File: config.mk
export PLATFORM = sky130hd
export DESIGN_NAME = bus_master
export DESIGN_NICKNAME = d
export VERILOG_FILES = /design/src/rtl/bus_master.sv
export SDC_FILE = /design/constraint.sdc
export NUM_CORES = 1
export LEC_CHECK = 0
export CAP_MARGIN = 20
export CORE_ASPECT_RATIO = 0.6
export CORE_MARGIN = 2
export CORE_UTILIZATION = 33
export DETAILED_ROUTE_END_ITERATION = 12
export HOLD_SLACK_MARGIN = 0.12
export PLACE_DENSITY_LB_ADDON = 0.15
export SLEW_MARGIN = 20
export SYNTH_ARGS = -nofsm -noshare
export SYNTH_HDL_FRONTEND = slang
export SYNTH_SLANG_ARGS = --single-unit
File: constraint.sdc
create_clock -name sck -period 5.47 [get_ports sck]
set_input_delay 1.641 -clock sck [delete_from_list [all_inputs] [get_ports sck]]
set_output_delay 1.641 -clock sck [all_outputs]
set_load 0.03 [all_outputs]
File: src/rtl/bus_master.sv
// bus_master: sequences one CPU load/store at a time onto the system bus with per-region hold time.
// Optional request legality checking and the err port are enabled by defining BUS_MASTER_CHECK_EN.
module bus_master #(
    parameter int DRAM_CYCLES = 2,
    parameter int IO_CYCLES   = 1
) (
    input  logic        sck,
    input  logic        rst,
    input  logic        req,
    input  logic        we,
    input  logic [3:0]  be,
    input  logic [31:0] addr,
    input  logic [31:0] wdata,
    output logic [31:0] rdata,
    output logic        ack,
`ifdef BUS_MASTER_CHECK_EN
    output logic        err,
`endif
    output logic        stall,
    output logic        bus_en,
    output logic        bus_rw,
    output logic [3:0]  bus_sel,
    output logic [31:0] bus_addr,
    output logic [31:0] bus_wdata,
    input  logic [31:0] bus_rdata,
    output logic [1:0]  dbg_state
);

    // Handshake: req is a level sampled only in IDLE; ack is a one-cycle pulse and
    // stall stays high from the accepting cycle until (not including) the ack cycle.
    typedef enum logic [1:0] {
        S_IDLE   = 2'd0,
        S_ACCESS = 2'd1,
        S_DONE   = 2'd2
    } state_t;

    localparam logic [3:0] DRAM_INIT = 4'(DRAM_CYCLES - 1);
    localparam logic [3:0] IO_INIT   = 4'(IO_CYCLES - 1);

    state_t      r_state;
    logic [3:0]  r_cnt;
    logic [31:0] r_rdata;
    logic        r_ack;
    logic        r_bus_en;
    logic        r_bus_rw;
    logic [3:0]  r_bus_sel;
    logic [31:0] r_bus_addr;
    logic [31:0] r_bus_wdata;

    logic        w_dram;
    logic [3:0]  w_cnt_init;
    logic        w_illegal;

    assign w_dram     = (addr[31:20] == 12'h001);
    assign w_cnt_init = w_dram ? DRAM_INIT : IO_INIT;

`ifdef BUS_MASTER_CHECK_EN
    logic r_err;
    logic w_be_ok;
    logic w_half;
    logic w_mis_word;
    logic w_mis_half;
    logic w_mapped;

    always_comb begin
        w_be_ok = 1'b0;
        case (be)
            4'b1111, 4'b0011, 4'b1100,
            4'b0001, 4'b0010, 4'b0100, 4'b1000: w_be_ok = 1'b1;
            default:                            w_be_ok = 1'b0;
        endcase
    end

    assign w_half     = (be == 4'b0011) || (be == 4'b1100);
    assign w_mis_word = (be == 4'b1111) && (addr[1:0] != 2'b00);
    assign w_mis_half = w_half && addr[0];
    assign w_mapped   = (addr[31:20] == 12'h000) || (addr[31:20] == 12'h001) ||
                        (addr[31:20] == 12'h010);
    assign w_illegal  = !w_be_ok || w_mis_word || w_mis_half || !w_mapped;
    assign err        = r_err;
`else
    assign w_illegal  = 1'b0;
`endif

    always_ff @(posedge sck or posedge rst) begin
        if (rst) begin
            r_state     <= S_IDLE;
            r_cnt       <= 4'd0;
            r_rdata     <= 32'h0;
            r_ack       <= 1'b0;
            r_bus_en    <= 1'b0;
            r_bus_rw    <= 1'b0;
            r_bus_sel   <= 4'd0;
            r_bus_addr  <= 32'h0;
            r_bus_wdata <= 32'h0;
`ifdef BUS_MASTER_CHECK_EN
            r_err       <= 1'b0;
`endif
        end else begin
            r_ack <= 1'b0;
`ifdef BUS_MASTER_CHECK_EN
            r_err <= 1'b0;
`endif
            case (r_state)
                S_IDLE: begin
                    if (req) begin
                        if (w_illegal) begin
                            // Rejected requests never reach the bus.
                            r_state <= S_DONE;
                            r_ack   <= 1'b1;
`ifdef BUS_MASTER_CHECK_EN
                            r_err   <= 1'b1;
`endif
                        end else begin
                            r_state     <= S_ACCESS;
                            r_cnt       <= w_cnt_init;
                            r_bus_en    <= 1'b1;
                            r_bus_rw    <= we;
                            r_bus_sel   <= be;
                            r_bus_addr  <= addr;
                            r_bus_wdata <= wdata;
                        end
                    end
                end
                S_ACCESS: begin
                    if (r_cnt == 4'd0) begin
                        if (!r_bus_rw) begin
                            r_rdata <= bus_rdata;
                        end
                        r_ack       <= 1'b1;
                        r_state     <= S_DONE;
                        r_bus_en    <= 1'b0;
                        r_bus_rw    <= 1'b0;
                        r_bus_sel   <= 4'd0;
                        r_bus_addr  <= 32'h0;
                        r_bus_wdata <= 32'h0;
                    end else begin
                        r_cnt <= r_cnt - 4'd1;
                    end
                end
                S_DONE: begin
                    r_state <= S_IDLE;
                end
                default: begin
                    r_state <= S_IDLE;
                end
            endcase
        end
    end

    assign stall     = ((r_state == S_IDLE) && req) || (r_state == S_ACCESS);
    assign rdata     = r_rdata;
    assign ack       = r_ack;
    assign bus_en    = r_bus_en;
    assign bus_rw    = r_bus_rw;
    assign bus_sel   = r_bus_sel;
    assign bus_addr  = r_bus_addr;
    assign bus_wdata = r_bus_wdata;
    assign dbg_state = r_state;

endmodule

[Word-level counts from Yosys, hierarchy flattened]
Index checks and enable logic that the tools add are counted.
Storage, ports and cells
  register bits after elaboration: 109
  input port bits: 104
  output and inout bits: 106
Operators by class
  bitwise gates (word level): 1
  $add $sub $neg: 1
  reductions and logical operators: 9
  multiplexer cells: 22
  eq/ne operators: 5
Operators by type and width (count)
  case mux 32 bit (2 select lines): 2
  2-to-1 mux 32 bit: 3
  2-to-1 mux 4 bit: 4
  case mux 4 bit (2 select lines): 2
  equality test 12 x 1 -> 1 bit (second input constant): 1
  AND reduction 3 bit: 3
  2-to-1 mux 1 bit: 6
  inequality test 2 bit (second input constant): 3
  logical NOT 4 bit: 1
  2-to-1 mux 2 bit: 2
  case mux 1 bit (2 select lines): 2
  case mux 2 bit (2 select lines): 1
  subtractor 4 x 1 -> 4 bit (second input constant): 1
  equality test 2 x 1 -> 1 bit (second input constant): 1
  logical NOT 2 bit: 1
  AND reduction 2 bit: 1
  nonzero test 2 bit: 1
  logical AND 1 bit: 1
  logical OR 1 bit: 1
  NOT 1 bit: 1

[Logic depth before layout (Yosys ltp)]
Gate-level depths: netlist of run 1.
  depth in word-level cells: 4
  depth in mapped cells: 7
  mapped depth without buffers: 5

[Worst setup path after synthesis of run 1]
OpenSTA, ideal clock, no wires.
  path kind: input -> output
  start: in req
  end: out stall
  arrival time: 2.028 ns
  cell stages on the path: 2
  slack: 1.801 ns
  cell sequence: o21bai_1 -> inv_1
On the way
  word-level cells in the longest chain between the ends: 2
RTL lines
  start: declaration: RTL line 9  | input logic req,
  logical AND 1 bit: RTL line 151  | assign stall = ((r_state == S_IDLE) && req) || (r_state == S_ACCESS);
  logical OR 1 bit: RTL line 151
  end: declaration: RTL line 19  | output logic stall,
Every way passes these cells.

[Final worst setup path of run 1]
Ends and elaborated chain as after synthesis.

==> summary.txt, run 1 <==
Pwr
  – Pwr per Cell Area: 646 nW/um^2
  – Leakage: approximately 0.0028 uW
  – Maximum VDD drop: 281 uV
  – Pwr Total: ~4300 uW

Job
  – Max_cap viols: 0

Global routing
  – Initial antenna violation count: 0
  – Tot GR Track Use: 0.169
  – Vias in the first global route: around 3200
  – Total grt overflow: 0
  – First-pass GRT wire length: 17600 um
  – Largest net degree at the start of global routing: 72

Detailed routing
  – Vias: 3042
  – Post-route DRC: 0
  – Routed Antenna Nets: 0
  – Vias per cell: between 4 and 5
  – DRT iter0 DRCs: between 90 and 100
  – DRT Wirelength: 10900 um
  – Detailed Routing Iterations Pass 1: 4
  – WL/cell: 17.0 um

Synth
  – Ys async rst share: 1.00
  – Area of the mapped netlist: 4050 um^2
  – Post-synth EDFFs: 0
  – Register area share after synthesis: 0.673
  – Mean area per synthesized cell: 15.2 um^2
  – Yosys reg bits: roughly 110
  – Post-synth top flop: dfrtp_1
  – Cell count after synthesis: 267
  – Synthesized Nets: 373
  – YS warnings: 0
  – Yosys cell types: 30

Clock tree
  – Postcts setup bufs: 0
  – Cts bufs inserted: 9
  – Clock sinks: 109
  – Hold buffer count at cts: 0
  – CTS tree: done
  – Root Buffer: clkbuf_16
  – H-Tree Depth: 3
  – Clk_lat worst skew: between 300 and 400 ps
  – Post-CTS Resized: 0
  – Clock buffer depth: 2
  – Worst-path clk slew: 70 ps

Place
  – Port bufs: 209
  – Dpl cells: 626
  – DPL Wire Length: 7550 um
  – Gpl congestion: 0.757
  – Placed inst area: 6300 um^2

Finish
  – Fin area: around 6600 um^2
  – Commonest non-fill, non-tap cell in the layout: clkdlybuf4s50_1
  – Fill count: 1003
  – Layout Area Growth over Synthesis: 62.5%
  – Net count, final: 578
  – Fraction of layout cells with a size suffix above 1: 0.122
  – Ant. Diodes: 0
  – Final cell count without fillers: between 600 and 700
  – Most frequent cells in the layout: clkdlybuf4s50_1 (209), dfrtp_1 (109), a22o_1 (68)

Critical path
  – CP arrival: 3030 ps
  – Reg2reg end: bus_addr[30]
  – Worst setup path start: req
  – Sum of buffers and inverters on the critical path: 3
  – Crit path required time: approximately 3800 ps
  – Reg-to-reg slack, setup: 3070 ps
  – CP Capture Type: primary output
  – CP dominant cell by count: clkdlybuf4s50_1
  – R2r startpoint: r_cnt[1]
  – Worst path cell trace: clkdlybuf4s50_1 -> o21bai_1 -> inv_1 -> clkdlybuf4s50_1
  – Number of stages on the worst setup path: 4
  – Crit path capture: stall
  – Worst path slowest cell: clkdlybuf4s50_1
  – Worst r2r path cells: 6
  – Slowest cell delay on critical path: 590 ps
  – CP delay by family, top: buffers and inverters
  – Setup Crit Path Kind: input pin to primary output
  – Crit start category: input pin
  – Maximum fanout along the worst path: 4

Floorplan
  – Num rows: 31
  – Core ar.: ~12000 um^2
  – Die height: 89.8 um
  – DIE AREA: 13200 um^2
  – Die W: 147 um
  – Initial core utilization: 0.337
  – IO Pins: 210

Status
  – Status: complete, no violations

STA
  – Relative slew slack: 0.430
  – Slew Viols, Final: 0
  – RSZ-0062 raised after global routing: no
  – Setup violators final: 0
  – Fmax achieved: 0.214 GHz
  – Fin crit period: approximately 4700 ps
  – Tcrit/Tclk final: 0.855
  – Clock skew: 8.19 ps
  – Final Hold Violating Endpoints: 0
  – Setup TNS: 0 ps
  – Hold Slack: approximately 490 ps
  – Worst slew pin tran: 853 ps

Hold path
  – Worst Hold Class: flop to flop
## registers in the layout, indices dropped and copies added, names as in the netlist
register and flops:
bus_addr 32, ack 1, rdata 32, bus_sel 4, dbg_state 2, bus_wdata 32
bus_en 1, r_cnt 4, bus_rw 1
## final cells by class
class                   instances  area (um^2)  share of cell area
well taps                     165          206              0.0314
repair buffers                214         2130               0.324
inverters                       5         21.3             0.00323
multi-input cells             133         1220               0.185
clock inverters                 5         42.5             0.00646
clock buffers                  10          239              0.0363
flip-flops and latches        109         2730               0.414
## per-stage QoR
step,worst slack [ps],util
6_report,796,0.547
5_1_grt,695,0.547
4_1_cts,803,0.547
3_5_place_dp,808,0.524
3_3_place_gp,844,0.524
2_1_floorplan,955,-
## how the worst min path moves through the flow
stage / from / to / slack (ps) / depth (start not counted)
after floorplan: r_cnt[3] / r_cnt[3] / 480 / 1
after global placement: bus_addr[20] / bus_addr[20] / 460 / 1
after detailed placement: bus_addr[20] / bus_addr[20] / 470 / 1
after CTS: bus_addr[20] / bus_addr[20] / 490 / 1
after global routing: bus_wdata[8] / bus_wdata[8] / 510 / 1
final: bus_addr[20] / bus_addr[20] / 490 / 1
## worst reg2reg max path, delay by kind of cell (launching register included)
kind / cells / cell delay [ps]
DFF: 1 / 380
and+or+nand+nor: 1 / 270
buffers and inverters: 2 / 590
AOI/OAI and AO/OA: 2 / 910
adders and majority gates: 1 / 190
## layer usage
layer	GRT usage	vias up	wire, um
li1	-	1406	-
met1	0.231	1487	5030
met2	0.244	131	4650
met3	0.0741	18	995
met4	0.0521	0	217
met5	0	-	0
## Yosys cell counts (2+ instances only)
master	number	area (um^2)
a22o_1	68	596
buf_2	3	15.0
buf_6	3	33.8
clkbuf_1	14	52.6
dfrtp_1	109	2730
ha_1	2	25.0
inv_1	5	18.8
mux2_2	32	360
nand2b_1	3	18.8
nor2_1	4	15.0
nor2b_1	2	12.5
nor4_1	2	12.5
o21ai_0	3	15.0
## power by group
part           switching, uW  internal (uW)  total, uW
registers                201           1160       1360
clock network            294            325        619
logic                   1240           1030       2270
## kinds of logic (layout without fill, tap and decap cells)
family | count (synthesis) | after routing | synth area share
and+or+nand+nor | 21 | 21 | 0.0371
muxes | 33 | 33 | 0.0914
buffers and inverters | 25 | 234 | 0.0296
AOI/OAI and AO/OA | 77 | 77 | 0.162
DFF | 109 | 109 | 0.673
adders and majority gates | 2 | 2 | 0.00618
Note: power is estimated with default switching activity, not from simulation.
==> inputs of run 2 (changes only) <==
==> constraint.sdc (replaced) <==
create_clock -name sck -period 4.7 [get_ports sck]
set_input_delay 1.41 -clock sck [delete_from_list [all_inputs] [get_ports sck]]
set_output_delay 1.41 -clock sck [all_outputs]
set_load 0.03 [all_outputs]
==> summary.txt, run 2 (synthesized netlist as in run 1, its figures left out) <==
Pwr
  – Pwr per Cell Area: 754 nW/um^2 (was 646 nW/um^2)
  – Leakage: 0.00285 uW (was 0.00284 uW)
  – Internal: 2980 uW (was 2510 uW)
  – Switch Pwr: 2000 uW (was 1740 uW)
  – Sequential share of power: 0.319 (was 0.321)
  – Maximum VDD drop: 324 uV (was 281 uV)
  – Clock share of power: 0.150 (was 0.146)
  – Combinational power share: 0.531 (was 0.534)
  – Switch share: 0.402 (was 0.409)

Clock tree
  – Clock buffer depth: 2 (unchanged)
  – H-Tree Depth: 3 (unchanged)
  – Postcts setup bufs: 0 (unchanged)
  – Root Buffer: clkbuf_16 (unchanged)
  – Cts bufs inserted: 9 (unchanged)
  – Hold buffer count at cts: 0 (unchanged)
  – Clock sinks: 109 (unchanged)
  – Worst-path clk slew: 60 ps (was 70 ps)
  – CTS tree: done (unchanged)
  – Clk_lat worst skew: 340 ps (about the same)
  – Post-CTS Resized: 0 (unchanged)

Place
  – Gpl congestion: 0.757 (about the same)
  – DPL Wire Length: 7520 um (was 7550 um)
  – Port bufs: 209 (unchanged)

Finish
  – Ant. Diodes: 0 (unchanged)
  – Fill count: 998 (was 1003)
  – Fraction of layout cells with a size suffix above 1: 0.119 (was 0.122)
  – Commonest non-fill, non-tap cell in the layout: clkdlybuf4s50_1 (unchanged)
  – Net count, final: 579 (was 578)
  – Most frequent cells in the layout: clkdlybuf4s50_1 (209), dfrtp_1 (109), a22o_1 (68) (unchanged)
  – Layout Area Growth over Synthesis: 63.0% (was 62.5%)

Detailed routing
  – Top sig layer: met4 (unchanged)
  – WL/cell: 16.8 um (was 17.0 um)
  – Vias per cell: 4.71 (was 4.75)
  – M1 WL: 4820 um (was 5030 um)
  – Vias: 3023 (was 3042)
  – Met2 wire length: 4770 um (was 4650 um)
  – Post-route DRC: 0 (unchanged)
  – Routed Antenna Nets: 0 (unchanged)
  – Detailed Routing Iterations Pass 1: 4 (unchanged)
  – DRT Wirelength: 10800 um (was 10900 um)
  – Met3 wire len: 1050 um (was 995 um)
  – DRT iter0 DRCs: 128 (was 94)

Global routing
  – Largest net degree at the start of global routing: 89 (was 72)
  – Initial antenna violation count: 0 (unchanged)
  – Vias in the first global route: 3193 (was 3225)
  – Total grt overflow: 0 (unchanged)
  – Tot GR Track Use: 0.166 (was 0.169)
  – First-pass GRT wire length: 17300 um (was 17600 um)

STA
  – Worst slew pin tran: 775 ps (was 853 ps)
  – RSZ-0062 raised after global routing: no (unchanged)
  – Slew Viols, Final: 0 (unchanged)
  – Fin crit period: 4190 ps
  – Relative slew slack: 0.483 (was 0.430)
  – Setup TNS: 0 ps (unchanged)
  – Fmax achieved: ~0.24 GHz
  – Final Hold Violating Endpoints: 0 (unchanged)
  – Clock skew: 9.16 ps (was 8.19 ps)
  – Tcrit/Tclk final: 0.892
  – Setup violators final: 0 (unchanged)
  – Hold Slack: 484 ps (was 487 ps)

Floorplan
  – Die W: 147 um (unchanged)
  – Die height: 89.8 um (unchanged)
  – Core ar.: 12000 um^2 (unchanged)
  – DIE AREA: 13200 um^2 (unchanged)
  – Num rows: 31 (unchanged)
  – Initial core utilization: 0.337 (unchanged)
  – IO Pins: 210 (unchanged)

Critical path
  – CP Capture Type: primary output (unchanged)
  – Maximum fanout along the worst path: 4 (unchanged)
  – Crit path required time: 3290 ps (was 3830 ps)
  – Setup Crit Path Kind: input pin to primary output (unchanged)
  – CP arrival: 2780 ps (was 3030 ps)
  – Crit start category: input pin (unchanged)

Status
  – Status: complete, no violations (unchanged)

Job
  – Max_cap viols: 0 (unchanged)

Hold path
  – Worst Hold Class: flop to flop (unchanged)
[run 2: cell types whose count changed in the layout (fill, tap and decap cells not counted)]
cell       previous run  this run
inv_6                 3         1
clkbuf_1              0         2
buf_4                 5         6
inv_4                 1         0
bufinv_16             0         1
[run 2: power by group through the flow]
stage,clock [uW],sequential (uW),combinational [uW]
2_1_floorplan,0,2350,818
3_3_place_gp,0,1590,2650
3_5_place_dp,0,1590,2680
4_1_cts,771,1590,2680
5_1_grt,817,1640,2790
6_report,749,1590,2640
[run 2: layer usage]
layer,vias up,GRT usage
li1,1400,-
met1,1484,0.217
met2,128,0.248
met3,11,0.0787
met4,0,0.0449
met5,-,0
[run 2: worst max-delay path, stage by stage]
cell and delay (ps):
clkdlybuf4s50_1 450, o21bai_1 260, inv_1 70, clkdlybuf4s50_1 590
[run 2: through the flow]
step	util	std cells	cell area, um^2	setup slack [ps]	power (uW)
floorplan	-	267	4050	416	3170
global placement	0.525	627	6310	533	4230
detailed placement	0.525	627	6310	525	4270
CTS	0.549	642	6600	514	5040
global route	0.549	642	6600	417	5250
finish	0.549	642	6600	506	4980
[run 2: worst paths after layout]
| check | startpoint | endpoint | slack [ps] | cells past startpoint |
|---|---|---|---|---|
| min reg2reg | bus_addr[20] | bus_addr[20] | 480 | 1 |
| min in group asynchronous | rst | rdata[5] | 1580 | 2 |
| max | req | stall | 510 | 4 |
| min | bus_addr[20] | bus_addr[20] | 480 | 1 |
| max in group asynchronous | rst | bus_sel[0] | 2410 | 3 |
| max reg2reg | r_cnt[0] | rdata[23] | 2390 | 6 |
[run 2: area by class of cell]
class | instances | area [um^2] | share of cell area
Clock buffer | 12 | 246 | 0.0373
Multi-Input combinational cell | 133 | 1220 | 0.184
Sequential cell | 109 | 2730 | 0.413
Inverter | 5 | 23.8 | 0.00360
Clock inverter | 3 | 46.3 | 0.00701
Timing Repair Buffer | 215 | 2140 | 0.324
Tap cell | 165 | 206 | 0.0313
==> inputs of run 3 (changes only) <==
--- a/config.mk
+++ b/config.mk
@@ -12,6 +12,7 @@
 export DETAILED_ROUTE_END_ITERATION = 12
 export HOLD_SLACK_MARGIN = 0.12
 export PLACE_DENSITY_LB_ADDON = 0.15
+export SETUP_SLACK_MARGIN = 0.1
 export SLEW_MARGIN = 20
 export SYNTH_ARGS = -nofsm -noshare
 export SYNTH_HDL_FRONTEND = slang
==> results of run 3 <==
Final layout, timing and power as in run 2 (identical DEF).
